===== src/rtl/tx_frame_sched_pkg.sv =====
// Shared types and sizes for the transmitter frame scheduler.
package tx_sched_pkg;

  localparam int NREQ = 2;

  typedef enum logic [2:0] {
    S_IDLE,
    S_LOAD,
    S_STREAM,
    S_DRAIN,
    S_GAP
  } sched_state_t;

endpackage


===== src/rtl/tx_frame_sched_if.sv =====
// Requester-side byte bus: per-requester valid/data/last with a per-requester ready.
interface tx_frame_sched_if;
  import tx_sched_pkg::*;

  logic [NREQ-1:0]      req_valid;
  logic [NREQ-1:0][7:0] req_data;
  logic [NREQ-1:0]      req_last;
  logic [NREQ-1:0]      req_ready;

  modport master (output req_valid, req_data, req_last, input req_ready);
  modport slave  (input req_valid, req_data, req_last, output req_ready);

endinterface


===== src/rtl/tx_frame_sched_arb.sv =====
// Two-way round-robin pick: the requester named by rr_ptr wins when both are valid.
module rr_arb2
  import tx_sched_pkg::*;
(
  input  logic [NREQ-1:0] req_valid,
  input  logic            rr_ptr,
  output logic [NREQ-1:0] grant
);

  always_comb begin
    grant = '0;
    if (req_valid[rr_ptr]) begin
      grant[rr_ptr] = 1'b1;
    end else if (req_valid[~rr_ptr]) begin
      grant[~rr_ptr] = 1'b1;
    end
  end

endmodule


===== src/rtl/tx_frame_sched.sv =====
// Frame scheduler sharing one Manchester transmitter between two byte-stream requesters,
// one whole frame at a time, with an enforced inter-frame gap and underrun detection.
module tx_frame_sched
  import tx_sched_pkg::*;
#(
  parameter int GAP_TICKS = 2
) (
  input  logic            clk,
  input  logic            rst_n,
  input  logic            baud_tick,
  tx_frame_sched_if.slave req,
  input  logic            tx_rdy,
  input  logic            tx_txen,
  output logic [7:0]      tx_data,
  output logic            tx_send,
  output logic [NREQ-1:0] grant,
  output logic            busy,
  output logic            frame_done,
  output logic            underrun
);

  localparam int GW = $clog2(GAP_TICKS + 1);

  sched_state_t    r_state;
  logic [7:0]      r_stg;
  logic            r_stg_valid;
  logic            r_stg_last;
  logic [7:0]      r_cur;
  logic            r_rr_ptr;
  logic [GW-1:0]   r_gap_cnt;
  logic [NREQ-1:0] r_grant;
  logic            r_frame_done;
  logic            r_underrun;
  logic            r_uflow;

  logic            w_ready_en;
  logic            w_xfer;
  logic            w_send;
  logic            w_acc;
  logic            w_starve;
  logic            w_sel;
  logic [NREQ-1:0] w_arb_grant;

  rr_arb2 u_arb (
    .req_valid (req.req_valid),
    .rr_ptr    (r_rr_ptr),
    .grant     (w_arb_grant)
  );

  // Staging is single-entry, so a requester is only offered a slot while it is empty.
  assign w_ready_en = ((r_state == S_LOAD) || (r_state == S_STREAM)) && !r_stg_valid;

  genvar gi;
  generate
    for (gi = 0; gi < NREQ; gi++) begin : gen_ready
      assign req.req_ready[gi] = r_grant[gi] & w_ready_en;
    end
  endgenerate

  assign w_sel  = r_grant[1];
  assign w_xfer = |(req.req_valid & req.req_ready);

  // First byte of a frame waits for the transmitter to go idle; later bytes ride the TR7 tick.
  always_comb begin
    w_send = 1'b0;
    if (r_stg_valid) begin
      if (r_state == S_LOAD) begin
        w_send = ~tx_txen;
      end else begin
        w_send = (r_state == S_STREAM);
      end
    end
  end

  assign w_acc    = w_send & tx_rdy & baud_tick;
  assign w_starve = (r_state == S_STREAM) & baud_tick & tx_rdy & ~w_send;

  assign tx_send    = w_send;
  assign tx_data    = r_cur;
  assign grant      = r_grant;
  assign busy       = (r_state != S_IDLE);
  assign frame_done = r_frame_done;
  assign underrun   = r_underrun;

  always_ff @(posedge clk or negedge rst_n) begin
    if (!rst_n) begin
      r_state      <= S_IDLE;
      r_stg        <= 8'h00;
      r_stg_valid  <= 1'b0;
      r_stg_last   <= 1'b0;
      r_cur        <= 8'h00;
      r_rr_ptr     <= 1'b0;
      r_gap_cnt    <= '0;
      r_grant      <= '0;
      r_frame_done <= 1'b0;
      r_underrun   <= 1'b0;
      r_uflow      <= 1'b0;
    end else begin
      r_frame_done <= 1'b0;
      r_underrun   <= 1'b0;

      // A transfer and an accept are mutually exclusive through stg_valid.
      if (w_xfer) begin
        r_stg       <= req.req_data[w_sel];
        r_stg_last  <= req.req_last[w_sel];
        r_stg_valid <= 1'b1;
      end
      if (w_acc) begin
        r_cur       <= r_stg;
        r_stg_valid <= 1'b0;
      end

      case (r_state)
        S_IDLE: begin
          r_uflow <= 1'b0;
          if (r_stg_valid) begin
            r_state <= S_LOAD;
          end else if (|req.req_valid) begin
            r_grant <= w_arb_grant;
            r_state <= S_LOAD;
          end
        end
        S_LOAD: begin
          if (w_acc) begin
            r_state <= r_stg_last ? S_DRAIN : S_STREAM;
          end
        end
        S_STREAM: begin
          if (w_acc && r_stg_last) begin
            r_state <= S_DRAIN;
          end else if (w_starve) begin
            r_underrun <= 1'b1;
            r_uflow    <= 1'b1;
            r_state    <= S_DRAIN;
          end
        end
        S_DRAIN: begin
          if (!tx_txen) begin
            r_gap_cnt    <= GW'(GAP_TICKS);
            r_frame_done <= ~r_uflow;
            r_state      <= S_GAP;
          end
        end
        S_GAP: begin
          if (r_gap_cnt == '0) begin
            r_state <= S_IDLE;
            // A byte caught on the starvation edge keeps the owner for a follow-on frame.
            if (!r_stg_valid) begin
              r_grant  <= '0;
              r_rr_ptr <= ~r_grant[1];
            end
          end else if (baud_tick) begin
            r_gap_cnt <= r_gap_cnt - GW'(1);
          end
        end
        default: r_state <= S_IDLE;
      endcase
    end
  end

endmodule


===== src/flat_wrapper.sv =====
// flat-port wrapper written by rule: the top's interface ports become plain ports
module tx_frame_sched_flat import tx_sched_pkg::*;
#(
  parameter int GAP_TICKS = 2
)
  (clk, rst_n, baud_tick, tx_rdy, tx_txen, tx_data, tx_send, grant, busy, frame_done, underrun, req_req_valid, req_req_data, req_req_last, req_req_ready);
  tx_frame_sched_if req_i ();
  input  logic clk;
  input  logic rst_n;
  input  logic baud_tick;
  input  logic tx_rdy;
  input  logic tx_txen;
  output logic [7:0] tx_data;
  output logic tx_send;
  output logic [NREQ-1:0] grant;
  output logic busy;
  output logic frame_done;
  output logic underrun;
  input wire logic [$bits(req_i.req_valid)-1:0] req_req_valid;
  input wire logic [$bits(req_i.req_data)-1:0] req_req_data;
  input wire logic [$bits(req_i.req_last)-1:0] req_req_last;
  output wire logic [$bits(req_i.req_ready)-1:0] req_req_ready;
  assign req_i.req_valid = req_req_valid;
  assign req_i.req_data = req_req_data;
  assign req_i.req_last = req_req_last;
  assign req_req_ready = req_i.req_ready;
  tx_frame_sched #(.GAP_TICKS(GAP_TICKS)) u_core (.clk(clk), .rst_n(rst_n), .baud_tick(baud_tick), .req(req_i), .tx_rdy(tx_rdy), .tx_txen(tx_txen), .tx_data(tx_data), .tx_send(tx_send), .grant(grant), .busy(busy), .frame_done(frame_done), .underrun(underrun));
endmodule

===== config.mk =====
export PLATFORM = sky130hd
export DESIGN_NAME = tx_frame_sched_flat
export DESIGN_NICKNAME = d
export VERILOG_FILES = /design/src/rtl/tx_frame_sched_pkg.sv /design/src/rtl/tx_frame_sched_if.sv /design/src/rtl/tx_frame_sched_arb.sv /design/src/rtl/tx_frame_sched.sv /design/src/flat_wrapper.sv
export SDC_FILE = /design/constraint.sdc
export NUM_CORES = 1
export LEC_CHECK = 0
export ABC_AREA = 1
export CORE_UTILIZATION = 43
export DETAILED_ROUTE_END_ITERATION = 10
export HOLD_SLACK_MARGIN = 0.03
export PLACE_DENSITY_LB_ADDON = 0.3
export SYNTH_ARGS = -nofsm -noshare
export SYNTH_HDL_FRONTEND = slang
export SYNTH_HIERARCHICAL = 1
export SYNTH_SLANG_ARGS = --single-unit

===== constraint.sdc =====
create_clock -name clk -period 1.51 [get_ports clk]
set_input_delay 0.302 -clock clk [delete_from_list [all_inputs] [get_ports clk]]
set_output_delay 0.302 -clock clk [all_outputs]
set_load 0.01 [all_outputs]

* Word level (Yosys, flattened, before mapping)
Cells that the tools add are included.
Storage, ports and cells: register bits after elaboration 29, input port bits 25, output and inout port bits 16
Operators by class: add/subtract/negate cells 1, magnitude comparators 5, equal/unequal tests 16, multiplexer cells 44, bitwise logic cells 14, reduce and logical (&&, ||, !) cells 20
Operator list (count):
- 2-to-1 mux 3 bit | 7
- 2-to-1 mux 1 bit | 20
- 2-to-1 mux 2 bit | 9
- 2-to-1 mux 8 bit | 2
- one-hot mux 3 bit (5 select lines) | 1
- inequality test 2 bit (second input constant) | 6
- AND reduction 5 bit | 2
- inequality test 2 x 1 -> 1 bit (second input constant) | 4
- one-hot mux 2 bit (2 select lines) | 2
- nonzero test 2 bit | 4
- AND 1 bit | 7
- equality test 3 x 2 -> 1 bit (second input constant) | 2
- less-than comparator 1 x 2 -> 1 bit (second input constant) | 3
- NOT 1 bit | 6
- AND reduction 3 bit | 2
- logical AND 1 bit | 4
- AND reduction 4 bit | 1
- OR reduction 2 bit | 2
- equality test 3 x 1 -> 1 bit (second input constant) | 1
- equality test 3 bit (second input constant) | 1
- zero test 3 bit | 1
- inequality test 3 x 1 -> 1 bit (second input constant) | 1
- inequality test 3 x 2 -> 1 bit (second input constant) | 1
- nonzero test 3 bit | 1
- other kinds (8) | 10

* Longest topological paths before layout
Gate-level depths: netlist (run 1).
depth in word-level cells 10, mapped depth 10

* Modules after synthesis
Netlist (run 1), hierarchy kept.
By module, submodules not included:
- tx_frame_sched | times used 1, cells each 190, area each 1544.0 um^2, seq. area each 725.7 um^2
- rr_arb2 | times used 1, cells each 4, area each 27.5 um^2, seq. area each 0.0 um^2

* Least setup slack after synthesis (run 1)
OpenSTA, ideal clock, no wires.
path type register to register, start point register u_core.r_state[0], end point register u_core.r_stg_last, library setup time 0.117 ns, arrival time 1.371 ns, setup slack 0.021 ns, stages on the path, launching flop included 10, path buffers 1, clock period less this slack 1.489 ns, cells stage by stage dfrtp_1 > nor2_1 > nand2_2 > nand2_4 > inv_4 > nor3_4 > nand2_4 > nand2_4 > buf_12 > o21ai_2
On the way: longest elaborated chain between the ends 6
RTL lines:
- start: declaration | line tx_frame_sched.sv:24 | sched_state_t r_state;
- start signal: assignment | line tx_frame_sched.sv:125 | r_state <= r_stg_last ? S_DRAIN : S_STREAM;
- equality test 3 x 1 -> 1 bit or equality test 3 x 2 -> 1 bit (tied branches) | line tx_frame_sched.sv:51 | assign w_ready_en = ((r_state == S_LOAD) || (r_state == S_STREAM)) && !r_stg_valid;
- logical OR 1 bit (*) | line tx_frame_sched.sv:51
- logical AND 1 bit (*) | line tx_frame_sched.sv:51
- AND 1 bit (*) | line tx_frame_sched.sv:56 | assign req.req_ready[gi] = r_grant[gi] & w_ready_en;
- via req_req_ready[0] | line flat_wrapper.sv:22 | output wire logic [$bits(req_i.req_ready)-1:0] req_req_ready;
- AND 2 bit (*) | line tx_frame_sched.sv:61 | assign w_xfer = |(req.req_valid & req.req_ready);
- OR reduction 2 bit (*) | line tx_frame_sched.sv:61
- end signal: assignment | line tx_frame_sched.sv:105 | r_stg_last <= req.req_last[w_sel];
- end: declaration | line tx_frame_sched.sv:27 | logic r_stg_last;
The timed path passes the listed nets; every way through them passes the cells marked *. A chain may end at the register's enable or synchronous reset.

* Worst setup path in the final report (run 1)
start point register u_core.r_state[2], end point output port req_req_ready[1]
On the way: longest elaborated chain between the ends 4
RTL lines (line):
- equality test 3 x 1 -> 1 bit or equality test 3 x 2 -> 1 bit (tied branches) | tx_frame_sched.sv:51
- logical OR 1 bit (*) | tx_frame_sched.sv:51
- logical AND 1 bit (*) | tx_frame_sched.sv:51
- AND 1 bit (*) | tx_frame_sched.sv:56
- end: declaration | flat_wrapper.sv:22
Mark *: on every way between the ends. The rest lies on a longest branch, timed or not.

==> run summary, run 1 <==
WL per Instance - 12.7 µm
Detailed Place HPWL - 2580 µm
DR iter-0 viols - 51
Root Driver - clkbuf_4
first-pass GRT wire length - 6640 µm
WP buf/inv - 2
Worst Hold Class - in -> async
Die X - 62.5 µm
peak supply drop - 0.851 mV
Final ANT Viol Nets - 0
failing checks - setup timing
num rows - 21
Final setup viols - 28
ant diodes - 0
floorplan core area - 3420 µm²
DIE HEIGHT - 62.5 µm
worst slew pin tran - 376 ps
TritonCTS clock tree - yes
XOR/XNOR Fraction of Synth Area - 0%
Setup Skew - 8.89 ps
clk_lat worst skew - 330 ps
Achievable Freq - 560 MHz
First-pass DRT Iterations - 4
Hold-fix buffers, CTS - 0
post-synthesis cell type count - 27
grt total ovfl - 0
Die Area - 3900 µm²
Initial Util - 46.0%
initial antenna violation count - 0
Synth area leader - dfrtp_1
CP Data Arrival Time - 1480 ps
clk sinks - 29
Cell Area, Synth - 1570 µm²
critical path startpoint category - flip-flop
Synth top area share - 46.2%
number of global-route vias before repair - 1457
Final Max Tran Viols - 0
compound-cell area share of the yosys netlist - 5.49%
sequential area share after synthesis - 46.2%
fraction of layout cells with a size suffix above 1 - 39.6%
dpl cell area - 2210 µm²
crit-path leading delay family - simple AND/OR/NAND/NOR gates
Worst Setup End Kind - primary output
CTS max path bufs - 2
H-Tree Depth - 2
Crit path required time - 1210 ps
Final Cycle Share - 118%
Slew Limit Headroom - 74.9%
final instance area - 2570 µm²
PnR worst setup slack - -276 ps
port bufs - 40
Residual DRC - 0
Placer Congestion - 0.863
Post-Synth Simple-Gate Area - 40.0%
GRT Total Usage - 21.7%
Synth Instances - 194
Synth Register Bits - 29
# IOs - 41
Adder-Cell Fraction of Synth Area - 0.796%
CP peak stage delay - 430 ps
total power - 4420 µW
fin nets - 308
Setup CP Type - reg -> out
unrepaired setup endpoints after global routing - yes
post-synthesis mux area share - 0%
crit-path cells - nor2_2 > nand2_2 > nand2_4 > inv_4 > nor3_4 > buf_2
largest net degree at the start of global routing - 30
largest family of logic cells by synthesized area - simple AND/OR/NAND/NOR gates
status - finished, violations left
top cells by area, synth - dfrtp_1 (46%), nand2_1 (16%), nand2_2 (7.2%), nand3_1 (5.7%), inv_1 (4.8%)
PD cells - 1720 nW/µm²
Area growth, synth to finish - 63.9%
Worst path slowest cell - dfrtp_1
syn_area_per_cell - 8.10 µm²
TritonCTS Buffers - 5
DR vias - 1591
Synth Warn # - 6
Static Leak - 0.00141 µW
clock slew seen by the registers of the worst setup and hold paths - 100 ps
Synth Net Count - 220
clock period minus worst slack - 1790 ps
Fin. Hold Viols - 0
vias per inst - 4.84
Max Cap Viol - 0
Total Wirelength - 4190 µm
Worst Path Max Fanout - 3
area by class of cell:
type,instances,area (µm²)
fillers,245,841
flip-flops and latches,29,727
multi-input cells,139,885
well taps,46,57.6
inverters,22,85.1
clock inverters,2,10.0
repair buffers,85,769
clock buffers,6,41.3
through the flow:
| stage | setup slack, ps | utilization (%) | instances | setup TNS (ps) | hold slack (ps) |
|---|---|---|---|---|---|
| CTS | -184 | 68.9 | 320 | -667 | 350 |
| finish | -276 | 75.4 | 329 | -3830 | 332 |
| global route | -345 | 75.4 | 329 | -5910 | 352 |
| floorplan | 21.3 | - | 194 | 0 | 6.41 |
| global placement | -339 | 64.8 | 305 | -2130 | 442 |
| detailed placement | -361 | 64.8 | 305 | -2890 | 443 |
final timing paths:
check | start | to | slack, ps | depth (start not counted)
setup / recovery | u_core/r_state[2] | req_req_ready[1] | -280 | 6
hold reg to reg | u_core/tx_data[6] | u_core/tx_data[6] | 480 | 2
min in group clk | u_core/tx_data[6] | u_core/tx_data[6] | 480 | 2
setup reg to reg | u_core/r_state[2] | u_core/r_stg[0] | -180 | 12
hold / removal | rst_n | u_core/grant[0] | 330 | 2
max in group asynchronous | rst_n | u_core/r_state[1] | 880 | 2
report_power, final:
group	switching [µW]	total, µW	internal, µW	leakage (µW)
combinational	1350	2610	1270	0.00100
clock	289	466	177	0.0000320
sequential	249	1340	1090	0.000371
layer usage:
| layer | share of wire, % | vias to the layer above | GRT usage, % |
|---|---|---|---|
| met5 | 0 | - | 0 |
| met4 | 1.5 | 0 | 7.85 |
| met3 | 3.5 | 10 | 3.65 |
| met2 | 50 | 44 | 34.9 |
| met1 | 45 | 755 | 29.4 |
| li1 | - | 782 | - |
timing repair:
action	4_1_cts	5_1_grt
resized for setup	42	39
setup buffers	8	9
endpoints found under the setup margin	30	33
pin swaps	8	9
cloned	0	1
cell families after synthesis:
group / count (synthesis)
AND/OR/NAND/NOR: 125
flip-flops: 29
buffers and inverters: 26
AO/OA/AOI/OAI: 13
adder cells (fa/ha/maj): 1
cell usage after synthesis:
cell,number
a21boi_2,1
a21oi_1,1
a21oi_2,2
a31oi_1,1
buf_12,1
buf_2,1
clkbuf_1,2
dfrtp_1,29
ha_1,1
inv_1,20
inv_2,1
inv_4,1
nand2_1,65
nand2_2,18
nand2_4,4
nand3_1,18
nand3_2,2
nand4_1,2
nand4_2,1
nor2_1,10
nor2_2,1
nor2_4,1
nor3_1,1
nor3_4,2
o211ai_1,1
o21ai_0,6
o21ai_2,1
cells in the final DEF, fill, tap and decap left out, types with 5 or more instances in the layout:
| master | count |
|---|---|
| dfrtp_1 | 28 |
| nor2_1 | 6 |
| nand3_2 | 8 |
| nand2_4 | 5 |
| buf_4 | 33 |
| dlygate4sd2_1 | 9 |
| clkbuf_4 | 5 |
| nand3_1 | 10 |
| inv_1 | 17 |
| nand2_2 | 18 |
| nand2_1 | 61 |
| buf_6 | 10 |
| clkdlybuf4s50_1 | 24 |
flip-flops by register name, summed over array words and instances, names as in the netlist, 2 cells and up:
name / flops
u_core/grant: 2
u_core/r_gap_cnt: 2
u_core/r_state: 3
u_core/r_stg: 8
u_core/tx_data: 8
worst reg2reg max path, stage by stage, from the launching register on:
cell and delay [ps]:
dfrtp_1 430, nor2_2 140, nand2_2 80, nand2_4 80, inv_4 50, nor3_4 200, buf_4 140, buf_6 100
nand2_8 60, nand2_8 90, buf_6 130, nand2_2 50, nand2_2 50
Note: power is estimated with default switching activity, not from simulation.
==> run 2: changes to the inputs <==
--- a/config.mk
+++ b/config.mk
@@ -6,8 +6,11 @@
 export NUM_CORES = 1
 export LEC_CHECK = 0
 export ABC_AREA = 1
-export CORE_UTILIZATION = 43
+export CORE_ASPECT_RATIO = 0.8
+export CORE_UTILIZATION = 50
 export DETAILED_ROUTE_END_ITERATION = 10
+export DONT_BUFFER_PORTS = 1
+export GPL_TIMING_DRIVEN = 0
 export HOLD_SLACK_MARGIN = 0.03
 export PLACE_DENSITY_LB_ADDON = 0.3
 export SYNTH_ARGS = -nofsm -noshare
==> run 2 against run 1 <==
Against the previous run:
- sequential power up 5%
- the run still ends with setup timing left
- register-to-register slack better by 80 ps
- core utilization down 8.8 points
- combinational power down 33%
- setup slack better by 160 ps
- sequential cell count unchanged
- critical path depth down 1
==> run summary, run 2 (same netlist as run 1, synthesis figures left out) <==
most frequent cells in the layout - nand2_1 (62), dfrtp_1 (26), nand2_2 (21), nand3_1 (18), inv_1 (16)
Placer Congestion - 0.843
H-Tree Depth - 2
Layout Cells excl Fill - 251
clock period minus worst slack - 1620 ps
Max Cap Viol - 0
final instance area - 1910 µm²
GRT Total Usage - 24.0%
First-pass DRT Iterations - 4
Total Wirelength - 3710 µm
port bufs - 0
pre-CTS WS - -148 ps
CP peak stage delay - 470 ps
CP Data Arrival Time - 1320 ps
first-pass GRT wire length - 5910 µm
crit-path cells - inv_2 > nand3_4 > nand2_4 > inv_4 > nor3_4
fraction of layout cells with a size suffix above 1 - 32.9%
clk_lat worst skew - 290 ps
TritonCTS Buffers - 5
Final ANT Viol Nets - 0
Worst Hold Class - in -> reg
Setup Skew - 6.75 ps
Root Driver - clkbuf_8
highest routed layer - met4
M1 WL - 1650 µm
failing checks - setup timing
DIE HEIGHT - 52.1 µm
status - finished, violations left
dpl cell area - 1620 µm²
Worst path slowest cell - dfrtp_2
Fin. Hold Viols - 0
area of the multi-input gates - 786 µm²
Achievable Freq - 616 MHz
TritonCTS clock tree - yes
clock slew seen by the registers of the worst setup and hold paths - 60 ps
Final Cycle Share - 107%
Detailed Place HPWL - 2470 µm
Static Leak - 0.00100 µW
Slew Limit Headroom - 76.6%
peak supply drop - 1.43 mV
DR iter-0 viols - 117
metal2 WL - 1730 µm
Worst Setup End Kind - primary output
initial antenna violation count - 0
Setup CP Type - reg -> out
Worst Path Max Fanout - 6
PD cells - 2160 nW/µm²
CTS max path bufs - 2
Final setup viols - 16
# IOs - 41
grt total ovfl - 0
unrepaired setup endpoints after global routing - yes
Final Util - 66.6%
DR vias - 1337
# fillers - 228
largest net degree at the start of global routing - 30
total power - 4130 µW
Area growth, synth to finish - 21.7%
vias per inst - 5.33
fin nets - 238
floorplan core area - 2870 µm²
worst slew pin tran - 351 ps
most common cell after layout, fill and taps aside - nand2_1
critical path startpoint category - flip-flop
storage element area - 729 µm²
Residual DRC - 0
met3 wire len - 298 µm
PnR worst setup slack - -113 ps
cell count after placement - 232
clk sinks - 29
Final Max Tran Viols - 0
Die Area - 3370 µm²
num rows - 17
number of global-route vias before repair - 1317
Initial Util - 54.7%
Crit path required time - 1210 ps
Die X - 64.7 µm
ant diodes - 0
WL per Instance - 14.8 µm
==> run 2: report_power, final <==
part | leakage, µW | internal, µW | switching (µW)
combinational | 0.000564 | 665 | 1100
sequential | 0.000368 | 1100 | 312
clock | 0.0000681 | 655 | 305
total | 0.00100 | 2420 | 1720
==> run 2: path summary, 6_finish.rpt <==
check / endpoint / cells after the start / from / slack (ps)
max: req_req_ready[1] / 5 / u_core/r_state[1] / -110
min: u_core/frame_done / 1 / tx_txen / 80
max reg2reg: u_core/r_gap_cnt[1] / 9 / u_core/r_state[0] / -100
min reg2reg: u_core/frame_done / 1 / u_core/r_uflow / 440
max in group asynchronous: u_core/r_state[2] / 2 / rst_n / 870
min in group asynchronous: u_core/tx_data[7] / 2 / rst_n / 460
==> run 2: layout make-up <==
class / instances / share of cell area, %
clock inverters: 3 / 3.40
repair buffers: 11 / 5.10
plain buffers: 4 / 1.70
inverters: 22 / 4.45
multi-input cells: 139 / 41.1
well taps: 38 / 2.49
clock buffers: 5 / 3.60
flip-flops and latches: 29 / 38.2
==> run 2: repair_timing <==
| action | in CTS | in global routing |
|---|---|---|
| hold buffers | 2 | 0 |
| endpoints found under the setup margin | 20 | 20 |
| pin swaps | 5 | 3 |
| setup buffers | 8 | 1 |
| resized for setup | 11 | 9 |
| endpoints found under the hold margin | 29 | 0 |
==> run 2: per-stage QoR <==
stage	hold slack, ps	setup TNS, ps
floorplan	6.41	0
global placement	7.17	-1000
detailed placement	7.14	-1590
CTS	79.0	-1490
global route	78.5	-2940
finish	84.0	-1220
==> run 2: worst max-delay path, delay by kind of cell (launching register included) <==
family,cells,cell delay (ps)
DFF,1,470
and+or+nand+nor,3,410
buffers and inverters,2,160
==> run 2: per-layer routing <==
| layer | track usage (%) | up-vias |
|---|---|---|
| met1 | 30.5 | 630 |
| met4 | 8.52 | 0 |
| met3 | 8.55 | 3 |
| met5 | 0 | - |
| met2 | 38.1 | 59 |
| li1 | - | 645 |
==> run 3: changes to the inputs <==
--- a/config.mk
+++ b/config.mk
@@ -10,7 +10,6 @@
 export CORE_UTILIZATION = 50
 export DETAILED_ROUTE_END_ITERATION = 10
 export DONT_BUFFER_PORTS = 1
-export GPL_TIMING_DRIVEN = 0
 export HOLD_SLACK_MARGIN = 0.03
 export PLACE_DENSITY_LB_ADDON = 0.3
 export SYNTH_ARGS = -nofsm -noshare
==> run 3 against run 2 <==
Against the previous run:
- critical path depth rose by 1
- fmax fell by 3.9%
- register-to-register slack got worse by 60 ps
- clock skew fell by 4.7 ps
- count of clock-buffer cells in the layout did not move
- wire length rose by 15%
- the flow still finishes with violations (setup timing)
- clock power fell by 34%
==> run summary, run 3 (same netlist as run 1, synthesis figures left out) <==
critical path startpoint category - flip-flop
largest net degree at the start of global routing - 30
PnR worst setup slack - -178 ps
clock period minus worst slack - 1690 ps
Slew Limit Headroom - 71.8%
First-pass DRT Iterations - 4
Final Max Tran Viols - 0
Root Driver - clkbuf_8
number of global-route vias before repair - 1297
fin nets - 246
DR iter-0 viols - 97
reg2reg path depth - 8
# IOs - 41
Worst Hold Class - in -> reg
peak supply drop - 1.14 mV
first-pass GRT wire length - 6170 µm
fraction of layout cells with a size suffix above 1 - 33.9%
floorplan core area - 2870 µm²
Worst R2R End - u_core/r_state[1]
worst slew pin tran - 423 ps
num rows - 17
vias per inst - 5.60
Final ANT Viol Nets - 0
Worst Path Max Fanout - 3
DIE HEIGHT - 52.1 µm
clock slew seen by the registers of the worst setup and hold paths - 70 ps
WL per Instance - 16.5 µm
worst hold stages - 1
Die Area - 3370 µm²
port bufs - 0
GRT Total Usage - 26.1%
H-Tree Depth - 2
Final Cycle Share - 112%
failing checks - setup timing
initial antenna violation count - 0
# fillers - 225
CP Data Arrival Time - 1390 ps
Fin. Hold Viols - 0
Residual DRC - 0
TritonCTS clock tree - yes
WHS Endpoint - u_core/frame_done
Worst Setup End Kind - primary output
PD cells - 2020 nW/µm²
ant diodes - 0
Initial Util - 54.7%
unrepaired setup endpoints after global routing - yes
hold_sp - tx_txen
Reg2Reg Launch Point - u_core/r_state[0]
Die X - 64.7 µm
most frequent cells in the layout - nand2_1 (64), dfrtp_1 (28), nand2_2 (19), nand3_1 (18), inv_1 (16)
total power - 3920 µW
TritonCTS Buffers - 5
grt total ovfl - 0
Final Util - 67.6%
Setup Skew - 2.00 ps
most common cell after layout, fill and taps aside - nand2_1
clk_lat worst skew - 290 ps
Crit path required time - 1210 ps
Achievable Freq - 592 MHz
Final setup viols - 14
status - finished, violations left
reg2reg setup slack - -160 ps
Max Cap Viol - 0
Static Leak - 0.00102 µW
Total Wirelength - 4280 µm
Setup CP Type - reg -> out
CTS max path bufs - 2
clk sinks - 29
Detailed Place HPWL - 2670 µm
Placer Congestion - 0.971
Area growth, synth to finish - 23.6%
DR vias - 1450
-- run 3: timing repair --
action,4_1_cts,5_1_grt
buffers inserted,8,4
endpoints found under the hold margin,29,0
endpoints found under the setup margin,19,25
gates cloned,0,1
hold buffers,2,0
pin swaps,2,3
gates resized for setup,11,11
-- run 3: layer usage --
| layer | part of all wire [%] | GRT usage (%) |
|---|---|---|
| met5 | 0 | 0 |
| met4 | 4.3 | 9.63 |
| met3 | 8.9 | 10.5 |
| met2 | 46 | 41.6 |
| met1 | 41 | 31.8 |
-- run 3: cell type report --
class                           instances  area, µm²  area share [%]
Tap cell                               38       47.5            2.45
Clock inverter                          3       17.5           0.902
Sequential cell                        29        727            37.4
Clock buffer                            5       68.8            3.54
Inverter                               22       85.1            4.38
Multi-Input combinational cell        140        797            41.0
Timing Repair Buffer                   22        199            10.2
-- run 3: per-stage QoR --
| stage | TNS [ps] | setup slack, ps | hold slack, ps | instances | area (µm²) |
|---|---|---|---|---|---|
| 2_1_floorplan | 0 | 21.3 | 6.41 | 194 | 1570 |
| 3_3_place_gp | 0 | 47.9 | 7.04 | 236 | 1650 |
| 3_5_place_dp | -161 | -46.6 | 7.10 | 236 | 1650 |
| 4_1_cts | -695 | -190 | 76.1 | 254 | 1860 |
| 5_1_grt | -2950 | -252 | 74.6 | 259 | 1940 |
| 6_report | -1060 | -178 | 79.8 | 259 | 1940 |
-- run 3: how the worst max path moves through the flow --
stage | slack [ps] | start | cells past startpoint | end
after floorplan | 20 | u_core/r_state[0] | 9 | u_core/r_stg_last
after detailed placement | -50 | u_core/r_state[0] | 9 | u_core/r_stg_valid
after global placement | 50 | u_core/r_state[0] | 9 | u_core/r_stg_valid
after CTS | -190 | u_core/r_state[0] | 6 | req_req_ready[0]
after global routing | -250 | u_core/r_state[2] | 6 | req_req_ready[1]
final | -180 | u_core/r_state[1] | 6 | req_req_ready[1]
-- run 3: worst max-delay path, stage by stage, from the launching register on --
cell and delay (ps):
dfrtp_1 420, inv_2 110, nand3_4 90, nand2_4 90, inv_4 50, nor3_4 200
buf_6 130
-- run 3: report_power, final --
group	switching, µW	total, µW	internal, µW
clock network	318	635	317
logic	1130	1860	732
registers	330	1420	1090
total	1780	3920	2140
